[config.mk]
export PLATFORM = sky130hd
export DESIGN_NAME = pipe_stage_chain_flat
export DESIGN_NICKNAME = d
export VERILOG_FILES = /design/src/rtl/pipe_pkg.sv /design/src/rtl/pipe_stage_chain_if.sv /design/src/rtl/pipe_stage_cell.sv /design/src/rtl/pipe_stage_chain.sv /design/src/flat_wrapper.sv
export SDC_FILE = /design/constraint.sdc
export NUM_CORES = 1
export LEC_CHECK = 0
export ABC_AREA = 0
export BUFFER_PORTS_ARGS = -buffer_cell sky130_fd_sc_hd__buf_2
export CAP_MARGIN = 25
export CORE_MARGIN = 8
export CORE_UTILIZATION = 39
export DETAILED_ROUTE_END_ITERATION = 10
export MAX_ROUTING_LAYER = met4
export PLACE_DENSITY = 0.76
export SYNTH_ARGS = -nofsm -noshare
export SYNTH_HDL_FRONTEND = slang
export SYNTH_HIERARCHICAL = 1
export SYNTH_SLANG_ARGS = --single-unit
[constraint.sdc]
create_clock -name clk_i -period 1.6 [get_ports clk_i]
set_clock_uncertainty 0.15 [all_clocks]
set_input_delay 0.24 -clock clk_i [delete_from_list [all_inputs] [get_ports clk_i]]
set_output_delay 0.24 -clock clk_i [all_outputs]
set_load 0.005 [all_outputs]
[src/rtl/pipe_pkg.sv]
// -----------------------------------------------------------------------------
// pipe_pkg
// Shared constants for the elastic pipeline stage chain.
//   WB_REGWRITE / WB_MEMTOREG : bit positions of the write-back control field
//   DEPTH_MAX                 : largest supported number of stages
//   OCC_W                     : width of the occupancy count
//   popcount()                : counts set bits of a DEPTH_MAX-wide valid vector
// -----------------------------------------------------------------------------
package pipe_pkg;

   localparam int unsigned WB_REGWRITE = 0;
   localparam int unsigned WB_MEMTOREG = 1;
   localparam int unsigned DEPTH_MAX   = 8;
   localparam int unsigned OCC_W       = 4;

   function automatic logic [OCC_W-1:0] popcount(input logic [DEPTH_MAX-1:0] v);
      logic [OCC_W-1:0] cnt;
      cnt = '0;
      for (int i = 0; i < DEPTH_MAX; i++) begin
         cnt = cnt + OCC_W'(v[i]);
      end
      return cnt;
   endfunction

endpackage

[src/rtl/pipe_stage_chain_if.sv]
// -----------------------------------------------------------------------------
// pipe_stage_chain_if
// Upstream and downstream handshake/payload bundle of the stage chain.
// Signal suffixes are seen from the chain: _i driven into it, _o driven by it.
//   in_valid_i/in_ready_o              : upstream handshake
//   ctrl_i/data_i/addr_i               : upstream entry
//   out_valid_o/out_ready_i            : downstream handshake
//   ctrl_o/data_o/addr_o               : last-stage entry
// Modports: slave = the chain, master = whoever drives and consumes it.
// -----------------------------------------------------------------------------
interface pipe_stage_chain_if #(
   parameter int unsigned DATA_W = 64,
   parameter int unsigned CTRL_W = 2,
   parameter int unsigned ADDR_W = 5
);

   logic              in_valid_i;
   logic              in_ready_o;
   logic [CTRL_W-1:0] ctrl_i;
   logic [DATA_W-1:0] data_i;
   logic [ADDR_W-1:0] addr_i;
   logic              out_valid_o;
   logic              out_ready_i;
   logic [CTRL_W-1:0] ctrl_o;
   logic [DATA_W-1:0] data_o;
   logic [ADDR_W-1:0] addr_o;

   modport master (
      output in_valid_i, ctrl_i, data_i, addr_i, out_ready_i,
      input  in_ready_o, out_valid_o, ctrl_o, data_o, addr_o
   );

   modport slave (
      input  in_valid_i, ctrl_i, data_i, addr_i, out_ready_i,
      output in_ready_o, out_valid_o, ctrl_o, data_o, addr_o
   );

endinterface

[src/rtl/pipe_stage_cell.sv]
// -----------------------------------------------------------------------------
// pipe_stage_cell
// One register stage of the chain: valid bit plus ctrl/data/addr payload.
//   clk_i, rst_i   : clock, synchronous active-high reset
//   flush_i        : invalidate this stage at the next edge
//   load_i         : take valid_i/ctrl_i/data_i/addr_i at the next edge
//   valid_i..addr_i: entry offered by the upstream stage (or chain input)
//   valid_o..addr_o: current stage contents
//   valid_nxt_o    : value valid_o will take at the next edge (ignores reset)
// -----------------------------------------------------------------------------
module pipe_stage_cell #(
   parameter int unsigned DATA_W = 64,
   parameter int unsigned CTRL_W = 2,
   parameter int unsigned ADDR_W = 5
) (
   input  logic              clk_i,
   input  logic              rst_i,
   input  logic              flush_i,
   input  logic              load_i,
   input  logic              valid_i,
   input  logic [CTRL_W-1:0] ctrl_i,
   input  logic [DATA_W-1:0] data_i,
   input  logic [ADDR_W-1:0] addr_i,
   output logic              valid_o,
   output logic [CTRL_W-1:0] ctrl_o,
   output logic [DATA_W-1:0] data_o,
   output logic [ADDR_W-1:0] addr_o,
   output logic              valid_nxt_o
);

   logic              r_valid;
   logic [CTRL_W-1:0] r_ctrl;
   logic [DATA_W-1:0] r_data;
   logic [ADDR_W-1:0] r_addr;

   logic              w_valid_nxt;
   logic [CTRL_W-1:0] w_ctrl_nxt;
   logic              w_take_payload;

   // Bubbles carry an all-zero control field so no write enable leaks downstream.
   always_comb begin
      w_valid_nxt = r_valid;
      w_ctrl_nxt  = r_ctrl;
      if (flush_i) begin
         w_valid_nxt = 1'b0;
         w_ctrl_nxt  = '0;
      end else if (load_i) begin
         w_valid_nxt = valid_i;
         w_ctrl_nxt  = valid_i ? ctrl_i : '0;
      end
   end

   assign w_take_payload = load_i && !flush_i;

   always_ff @(posedge clk_i) begin
      if (rst_i) begin
         r_valid <= 1'b0;
         r_ctrl  <= '0;
         r_data  <= '0;
         r_addr  <= '0;
      end else begin
         r_valid <= w_valid_nxt;
         r_ctrl  <= w_ctrl_nxt;
         if (w_take_payload) begin
            r_data <= data_i;
            r_addr <= addr_i;
         end
      end
   end

   assign valid_o     = r_valid;
   assign ctrl_o      = r_ctrl;
   assign data_o      = r_data;
   assign addr_o      = r_addr;
   assign valid_nxt_o = w_valid_nxt;

endmodule

[src/rtl/pipe_stage_chain.sv]
// -----------------------------------------------------------------------------
// pipe_stage_chain
// DEPTH elastic register stages with valid/ready handshake, bubble collapsing,
// global stall, flush and synchronous reset. DEPTH must lie in 1..DEPTH_MAX.
//   clk_i       : clock
//   rst_i       : synchronous active-high reset, overrides stall and flush
//   stall_i     : freeze every stage, refuse input, count no output transfer
//   flush_i     : invalidate every stage and drop the offered entry
//   bus         : handshake/payload bundle (slave side), see pipe_stage_chain_if
//   occupancy_o : registered number of valid stages
// -----------------------------------------------------------------------------
module pipe_stage_chain
   import pipe_pkg::*;
#(
   parameter int unsigned DATA_W = 64,
   parameter int unsigned CTRL_W = 2,
   parameter int unsigned ADDR_W = 5,
   parameter int unsigned DEPTH  = 1
) (
   input  logic                   clk_i,
   input  logic                   rst_i,
   input  logic                   stall_i,
   input  logic                   flush_i,
   pipe_stage_chain_if.slave      bus,
   output logic [OCC_W-1:0]       occupancy_o
);

   logic [DEPTH-1:0]     w_valid;
   logic [DEPTH-1:0]     w_valid_nxt;
   logic [CTRL_W-1:0]    w_ctrl [DEPTH];
   logic [DATA_W-1:0]    w_data [DEPTH];
   logic [ADDR_W-1:0]    w_addr [DEPTH];
   logic [DEPTH:0]       w_rdy;
   logic                 w_advance;
   logic [DEPTH_MAX-1:0] w_valid_pad;
   logic [OCC_W-1:0]     r_occ;

   assign w_advance = !stall_i && !flush_i;

   // A stage can take a new entry if it is empty or its own entry moves on,
   // which lets an empty stage fill while everything below it is blocked.
   always_comb begin
      w_rdy        = '0;
      w_rdy[DEPTH] = bus.out_ready_i;
      for (int k = DEPTH - 1; k >= 0; k--) begin
         w_rdy[k] = !w_valid[k] || w_rdy[k+1];
      end
   end

   for (genvar k = 0; k < DEPTH; k++) begin : g_stage
      logic              w_src_valid;
      logic [CTRL_W-1:0] w_src_ctrl;
      logic [DATA_W-1:0] w_src_data;
      logic [ADDR_W-1:0] w_src_addr;

      if (k == 0) begin : g_head
         assign w_src_valid = bus.in_valid_i;
         assign w_src_ctrl  = bus.ctrl_i;
         assign w_src_data  = bus.data_i;
         assign w_src_addr  = bus.addr_i;
      end else begin : g_tail
         assign w_src_valid = w_valid[k-1];
         assign w_src_ctrl  = w_ctrl[k-1];
         assign w_src_data  = w_data[k-1];
         assign w_src_addr  = w_addr[k-1];
      end

      pipe_stage_cell #(
         .DATA_W (DATA_W),
         .CTRL_W (CTRL_W),
         .ADDR_W (ADDR_W)
      ) u_cell (
         .clk_i       (clk_i),
         .rst_i       (rst_i),
         .flush_i     (flush_i),
         .load_i      (w_advance && w_rdy[k]),
         .valid_i     (w_src_valid),
         .ctrl_i      (w_src_ctrl),
         .data_i      (w_src_data),
         .addr_i      (w_src_addr),
         .valid_o     (w_valid[k]),
         .ctrl_o      (w_ctrl[k]),
         .data_o      (w_data[k]),
         .addr_o      (w_addr[k]),
         .valid_nxt_o (w_valid_nxt[k])
      );
   end

   assign bus.in_ready_o  = w_rdy[0] && w_advance;
   assign bus.out_valid_o = w_valid[DEPTH-1];
   assign bus.ctrl_o      = w_ctrl[DEPTH-1] & {CTRL_W{w_valid[DEPTH-1]}};
   assign bus.data_o      = w_data[DEPTH-1];
   assign bus.addr_o      = w_addr[DEPTH-1];

   // Count the next-state valid bits so occupancy moves on the same edge.
   always_comb begin
      w_valid_pad            = '0;
      w_valid_pad[DEPTH-1:0] = w_valid_nxt;
   end

   always_ff @(posedge clk_i) begin
      if (rst_i) begin
         r_occ <= '0;
      end else begin
         r_occ <= popcount(w_valid_pad);
      end
   end

   assign occupancy_o = r_occ;

endmodule

[src/flat_wrapper.sv]
// flat-port wrapper written by rule: the top's interface ports become plain ports
module pipe_stage_chain_flat import pipe_pkg::*;
#(
   parameter int unsigned DATA_W = 64,
   parameter int unsigned CTRL_W = 2,
   parameter int unsigned ADDR_W = 5,
   parameter int unsigned DEPTH  = 1
)
  (clk_i, rst_i, stall_i, flush_i, occupancy_o, bus_in_valid_i, bus_ctrl_i, bus_data_i, bus_addr_i, bus_out_ready_i, bus_in_ready_o, bus_out_valid_o, bus_ctrl_o, bus_data_o, bus_addr_o);
  pipe_stage_chain_if #(.DATA_W(DATA_W), .CTRL_W(CTRL_W), .ADDR_W(ADDR_W)) bus_i ();
  input  logic clk_i;
  input  logic rst_i;
  input  logic stall_i;
  input  logic flush_i;
  output logic [OCC_W-1:0] occupancy_o;
  input wire logic [$bits(bus_i.in_valid_i)-1:0] bus_in_valid_i;
  input wire logic [$bits(bus_i.ctrl_i)-1:0] bus_ctrl_i;
  input wire logic [$bits(bus_i.data_i)-1:0] bus_data_i;
  input wire logic [$bits(bus_i.addr_i)-1:0] bus_addr_i;
  input wire logic [$bits(bus_i.out_ready_i)-1:0] bus_out_ready_i;
  output wire logic [$bits(bus_i.in_ready_o)-1:0] bus_in_ready_o;
  output wire logic [$bits(bus_i.out_valid_o)-1:0] bus_out_valid_o;
  output wire logic [$bits(bus_i.ctrl_o)-1:0] bus_ctrl_o;
  output wire logic [$bits(bus_i.data_o)-1:0] bus_data_o;
  output wire logic [$bits(bus_i.addr_o)-1:0] bus_addr_o;
  assign bus_i.in_valid_i = bus_in_valid_i;
  assign bus_i.ctrl_i = bus_ctrl_i;
  assign bus_i.data_i = bus_data_i;
  assign bus_i.addr_i = bus_addr_i;
  assign bus_i.out_ready_i = bus_out_ready_i;
  assign bus_in_ready_o = bus_i.in_ready_o;
  assign bus_out_valid_o = bus_i.out_valid_o;
  assign bus_ctrl_o = bus_i.ctrl_o;
  assign bus_data_o = bus_i.data_o;
  assign bus_addr_o = bus_i.addr_o;
  pipe_stage_chain #(.DATA_W(DATA_W), .CTRL_W(CTRL_W), .ADDR_W(ADDR_W), .DEPTH(DEPTH)) u_core (.clk_i(clk_i), .rst_i(rst_i), .stall_i(stall_i), .flush_i(flush_i), .bus(bus_i), .occupancy_o(occupancy_o));
endmodule
==> results.yml, run 1 <==
status:
  status: "finished clean"
cts:
  cts_root_buf: "clkbuf_8"
  cts_buffers: 9
  tritoncts: "built"
  clock_path_buffers: 2
  clkSinkCount: 73
  clkTransAtPathRegs_ns: 0.07
  cts_max_level: 3
  worstSkewPairLatency_ns: 0.32
sta:
  fmax_mhz: 628
  grt_setup_unrepaired: "yes"
  worst_slack_ns: 0.00669
  report.final.slew_viol_count: 0
  setup_viol: 0
  min_period_ns: 1.59
  hold_viol: 0
  period_share_pct: 99.6
yosys:
  synth-xor-area-share_pct: 0
  async_reset_ff_share_pct: 0
  synth_largest_area_cell: "dfxtp_1"
  synth-seq-cells: 73
  ys_dominant_reg_cell: "dfxtp_1"
  avgSynthCellArea_um2: 8.12
  yosys.area_share.simple_pct: 22.1
  synthCells: 324
  synth_top_area_share_pct: 55.5
  yosysSeqAreaShare_pct: 55.5
  synth_cell_types: 19
  synth_enable_flop_cells: 0
  synth_top_family_by_area: "simple AND/OR/NAND/NOR gates"
  synth_area_leaders: "dfxtp_1 (56%), nand2_1 (20%), a21oi_1 (11%)"
  yosysMostFrequentCell: "nand2_1"
  syn-cell-area_um2: 2630
  muxShareOfSynthArea_pct: 0.380
  synth_common_cells: "nand2_1 (138), dfxtp_1 (73), a21oi_1 (59)"
  ys_warn_count: 6
  synth_compound_area_share_pct: 15.5
  synth_adder_area_share_pct: 0
layout:
  finish.utilization_pct: 67.1
  final_nets: 618
  n_fill_cell: 553
  drive_above_1_share_pct: 35.9
  area_growth_pct: 69.3
power:
  pwr-share-comb_pct: 13.7
  p_total_mw: 3.81
  p_per_area_nw_per_um2: 856
  leakage_nw: 2.02
  switching_share_pct: 23.0
  p_clk_share_pct: 36.4
  peakVddDrop_mv: 0.456
  internal_power_mw: 2.93
  p_seq_share_pct: 49.9
  p_sw_mw: 0.879
global_route:
  overflow: 0
  grt_max_degree: 74
  grt_pass1_vias: 3075
  grt_pass1_wl_mm: 14.6
  grt_antenna_before_repair: 2
  track_usage_pct: 19.1
critical_path:
  r2r_end: "u_core/g_stage[0].u_cell/data_o[22]"
  crit_path_start: "u_core/g_stage[0].u_cell/valid_o"
  worst_setup_path_start_kind: "flip-flop"
  path_class: "reg -> reg"
  crit_end: "u_core/g_stage[0].u_cell/data_o[22]"
  worst_setup_path_end_kind: "flip-flop"
  rr_startpoint: "u_core/g_stage[0].u_cell/valid_o"
  crit_fanout: 21
  required_ns: 1.70
  reg2reg_slack_ns: 0.007
  arrival_ns: 1.69
  rr_worst_depth: 6
route:
  route.detailed.drc: 0
  wl_per_cell_um: 14.9
  drtIter0Drc: 113
  final_antenna_net_count: 0
  avgViaCountPerCell: 4.70
  num_vias: 2950
  dr.pass1.iters: 4
  drt-total-wl_mm: 9.37
die:
  dieHeight_um: 98.1
  core_um2: 6640
  rows: 30
  ioPinCount: 154
  start_util_pct: 39.6
  die_width_um: 98.1
  design.die.area_um2: 9630
place:
  place.gp.congestion: 0.723
  portBuffers: 150
  pre_cts_ws_ns: 0.0477
  hpwl_mm: 5.46
min_path:
  hold_path_class: "in -> reg"
flow_run:
  maxCapViolations: 0
critical path: stages, from the launching register on:
cell and delay, ns:
dfxtp_4 0.36, a211oi_4 0.24, nor2b_4 0.26, buf_12 0.13, clkbuf_16 0.17, nand2_1 0.08
a21oi_1 0.13
cell type report:
| class | instances | area (um2) | area share (%) |
|---|---|---|---|
| Antenna cell | 2 | 5.00 | 0.112 |
| Clock buffer | 13 | 149 | 3.34 |
| Clock inverter | 3 | 40.0 | 0.899 |
| Inverter | 1 | 3.75 | 0.0842 |
| Multi-Input combinational cell | 225 | 1040 | 23.4 |
| Sequential cell | 73 | 1470 | 32.9 |
| Tap cell | 80 | 100 | 2.25 |
| Timing Repair Buffer | 231 | 1650 | 37.1 |
kinds of logic after synthesis:
family                 after synthesis
buffers and inverters               28
DFF                                 73
and+or+nand+nor                    149
other                                1
muxes                                1
AOI/OAI and AO/OA                   72
layout by cell type, fill, tap and decap left out, types with 2 or more instances in the layout:
master / synthesis / layout
nor2b_1: 4 / 3
buf_12: 0 / 6
buf_2: 8 / 149
dlygate4sd3_1: 0 / 66
diode_2: 0 / 2
buf_6: 1 / 4
clkinv_2: 0 / 2
a31oi_1: 2 / 2
nor3_1: 3 / 3
clkbuf_1: 8 / 3
nand2_1: 138 / 137
and2_1: 2 / 2
a21oi_2: 10 / 12
buf_4: 9 / 4
a21oi_1: 59 / 57
conb_1: 1 / 3
clkbuf_16: 0 / 2
clkbuf_8: 0 / 10
dfxtp_1: 73 / 72
registers in the layout, indices dropped and copies added (netlist names):
signal	cells
u_core/g_stage.u_cell/data_o	64
u_core/g_stage.u_cell/addr_o	5
u_core/g_stage.u_cell/ctrl_o	2
u_core/g_stage.u_cell/valid_o	1
u_core/occupancy_o	1
what timing repair did:
action | in CTS | in global routing
buffers inserted | 2 | 3
pin swaps | 1 | 1
cloned | 0 | 2
hold buffers | 66 | 0
gates resized for setup | 1 | 8
setup endpoints to repair | 1 | 29
hold endpoints to repair | 66 | 0
metal layers:
layer	wire, um	global-route usage, %
met4	213	9.92
met3	549	4.77
met2	4860	32.8
met5	0	-
met1	3750	19.9
worst min path at each step:
stage,startpoint,endpoint,slack [ns],depth (start not counted)
final,bus_data_i[21],u_core/g_stage[0].u_cell/data_o[21],0.03,3
after global routing,bus_data_i[50],u_core/g_stage[0].u_cell/data_o[50],0.006,3
after CTS,bus_data_i[21],u_core/g_stage[0].u_cell/data_o[21],0.0005,3
after detailed placement,u_core/g_stage[0].u_cell/data_o[26],u_core/g_stage[0].u_cell/data_o[26],0.29,2
after global placement,u_core/g_stage[0].u_cell/data_o[3],u_core/g_stage[0].u_cell/data_o[3],0.29,2
after floorplan,rst_i,u_core/occupancy_o[0],0.16,1
power by group through the flow:
stage | sequential [mW] | combinational (mW) | clock, mW
2_1_floorplan | 1.95 | 0.159 | 0
3_3_place_gp | 1.94 | 0.352 | 0
3_5_place_dp | 1.94 | 0.357 | 0
4_1_cts | 1.90 | 0.489 | 1.43
5_1_grt | 1.91 | 0.572 | 1.52
6_report | 1.90 | 0.523 | 1.39
through the flow:
stage | hold slack, ns | cells | area [um2] | TNS [ns]
final | 0.0251 | 628 | 4460 | 0
after floorplan | 0.162 | 326 | 2660 | -0.00460
after detailed placement | 0.294 | 537 | 3470 | 0
after CTS | 0.000465 | 621 | 4340 | 0
after global routing | 0.00552 | 628 | 4460 | -1.61
after global placement | 0.289 | 537 | 3470 | 0
(Power assumes the default switching activity.)
==> run 2, diff against run 1 <==
--- a/config.mk
+++ b/config.mk
@@ -11,6 +11,7 @@
 export CORE_MARGIN = 8
 export CORE_UTILIZATION = 39
 export DETAILED_ROUTE_END_ITERATION = 10
+export GPL_TIMING_DRIVEN = 0
 export MAX_ROUTING_LAYER = met4
 export PLACE_DENSITY = 0.76
 export SYNTH_ARGS = -nofsm -noshare
==> run 2 against run 1 <==
The flow now finishes with violations (setup timing). Setup slack got worse by 0.027 ns. Fmax decreased by 1.7%. First-iteration DRC count rose by 14%. Sequential power about the same. Clock power grew 29%. Worst hold slack worse by 0.0078 ns. Sequential cell count is the same. Die area unchanged. Core utilization increased by 1.5 points. Global-route usage grew 0.095 points. Register-to-register slack worse by 0.03 ns. Combinational power about the same. Largest power group unchanged.
==> results.yml, run 2 (synthesis gave the netlist of run 1 again) <==
layout:
  instances_no_fill: 645
  area_growth_pct: 73.0
  final_nets: 637
  largest_reg_flops: 64
  diodes: 0
  drive_above_1_share_pct: 37.5
  mostFrequentLayoutCell: "buf_2"
  final_cell_mix: "buf_2 (154), nand2_1 (135), dfxtp_1 (72), dlygate4sd3_1 (67), a21oi_1 (54)"
sta:
  tightest_slew_ns: 0.674
  setup_viol: 6
  grt_setup_unrepaired: "yes"
  min_period_ns: 1.62
  slew_headroom_pct: 55.1
  period_share_pct: 101
  fin_hold_ws_ns: 0.0173
  fmax_mhz: 617
  worst_slack_ns: -0.0205
  report.final.slew_viol_count: 0
  hold_viol: 0
global_route:
  grt_pass1_wl_mm: 14.8
  overflow: 0
  grt_max_degree: 13
  grt_antenna_before_repair: 0
  track_usage_pct: 19.2
  grt_pass1_vias: 3105
place:
  place.gp.congestion: 0.756
  portBuffers: 150
  hpwl_mm: 5.96
  dp_cells: 556
  pre_cts_ws_ns: -0.170
min_path:
  hold_path_class: "in -> reg"
critical_path:
  arrival_ns: 1.23
  crit_cells: 3
  worst_setup_path_end_kind: "primary output"
  cp_top_family: "flip-flops"
  crit_path_start: "u_core/g_stage[0].u_cell/valid_o"
  path_class: "reg -> out"
  slowest_delay_ns: 0.35
  required_ns: 1.21
  crit_end: "bus_in_ready_o"
  rr_worst_depth: 7
  critPathBufInv: 2
  reg2reg_slack_ns: -0.02
  worst_setup_path_start_kind: "flip-flop"
  critPathSlowestCell: "dfxtp_4"
  crit_top_cell: "buf_6"
  crit_fanout: 4
  crit_chain: "a211oi_4 > buf_6 > buf_6"
  rr_startpoint: "u_core/g_stage[0].u_cell/valid_o"
  r2r_end: "u_core/g_stage[0].u_cell/addr_o[0]"
power:
  p_total_mw: 4.22
  p_clk_share_pct: 42.5
  internal_power_mw: 3.30
  p_seq_share_pct: 45.1
  switching_share_pct: 21.8
  leakage_nw: 2.08
  pwr-share-comb_pct: 12.4
  p_sw_mw: 0.921
  peakVddDrop_mv: 0.635
  p_per_area_nw_per_um2: 927
cts:
  cts_buffers: 9
  worstSkewPairLatency_ns: 0.33
  tritoncts: "built"
  clkTransAtPathRegs_ns: 0.07
  cts_root_buf: "clkbuf_8"
  clkSinkCount: 73
  clock_path_buffers: 2
  cts_max_level: 3
route:
  drtIter0Drc: 129
  route.detailed.drc: 0
  wl_per_cell_um: 14.3
  final_antenna_net_count: 0
  drt-total-wl_mm: 9.23
  avgViaCountPerCell: 4.65
  dr.pass1.iters: 5
  num_vias: 3000
die:
  dieHeight_um: 98.1
  core_um2: 6640
  rows: 30
  ioPinCount: 154
  start_util_pct: 39.6
  design.die.area_um2: 9630
  die_width_um: 98.1
status:
  violations: "setup timing"
  status: "complete, but fails checks"
flow_run:
  maxCapViolations: 0
[run 2: power by group through the flow]
stage	clock, mW	combinational (mW)	sequential (mW)
final	1.79	0.524	1.90
after global routing	1.92	0.571	1.91
after CTS	1.83	0.498	1.90
after detailed placement	0	0.362	1.94
after global placement	0	0.353	1.94
after floorplan	0	0.159	1.95
[run 2: worst min-delay path, stage by stage]
cell and delay, ns:
buf_2 0.10, nand2_1 0.05, a21oi_1 0.06
[run 2: routing by layer]
metal  GRT usage, %  wire length [um]
met4           5.08               136
met2           34.2              4730
met5              -                 0
met1           19.7              3670
met3           6.69               687
[run 2: what timing repair did]
| item | CTS | global route |
|---|---|---|
| endpoints found under the setup margin | 70 | 70 |
| hold buffers | 65 | 2 |
| resized for setup | 5 | 14 |
| pin swaps | 1 | 1 |
| buffers inserted | 4 | 2 |
| cloned | 0 | 0 |
| hold endpoints to repair | 65 | 2 |
[run 2: layout make-up]
type | count | area [um2]
plain buffers | 27 | 186
well taps | 80 | 100
clock buffers | 12 | 155
flip-flops and latches | 73 | 1470
fillers | 536 | 2090
repair buffers | 223 | 1490
inverters | 1 | 3.75
multi-input cells | 225 | 1050
clock inverters | 4 | 98.8
[run 2: through the flow]
step	TNS (ns)	util, %	cell area (um2)
global route	-3.34	68.5	4550
finish	-0.0577	68.5	4550
detailed placement	-7.06	52.8	3510
floorplan	-0.00460	-	2660
CTS	0	67.2	4470
global placement	-5.43	52.8	3510
[run 2: worst min-delay path by stage]
stage,from,end,slack (ns),cells past startpoint
after floorplan,rst_i,u_core/occupancy_o[0],0.16,1
after global placement,rst_i,u_core/occupancy_o[0],0.26,2
after detailed placement,rst_i,u_core/occupancy_o[0],0.27,2
after CTS,bus_data_i[14],u_core/g_stage[0].u_cell/data_o[14],0.002,3
after global routing,bus_data_i[12],u_core/g_stage[0].u_cell/data_o[12],0.005,3
final,bus_data_i[12],u_core/g_stage[0].u_cell/data_o[12],0.02,3
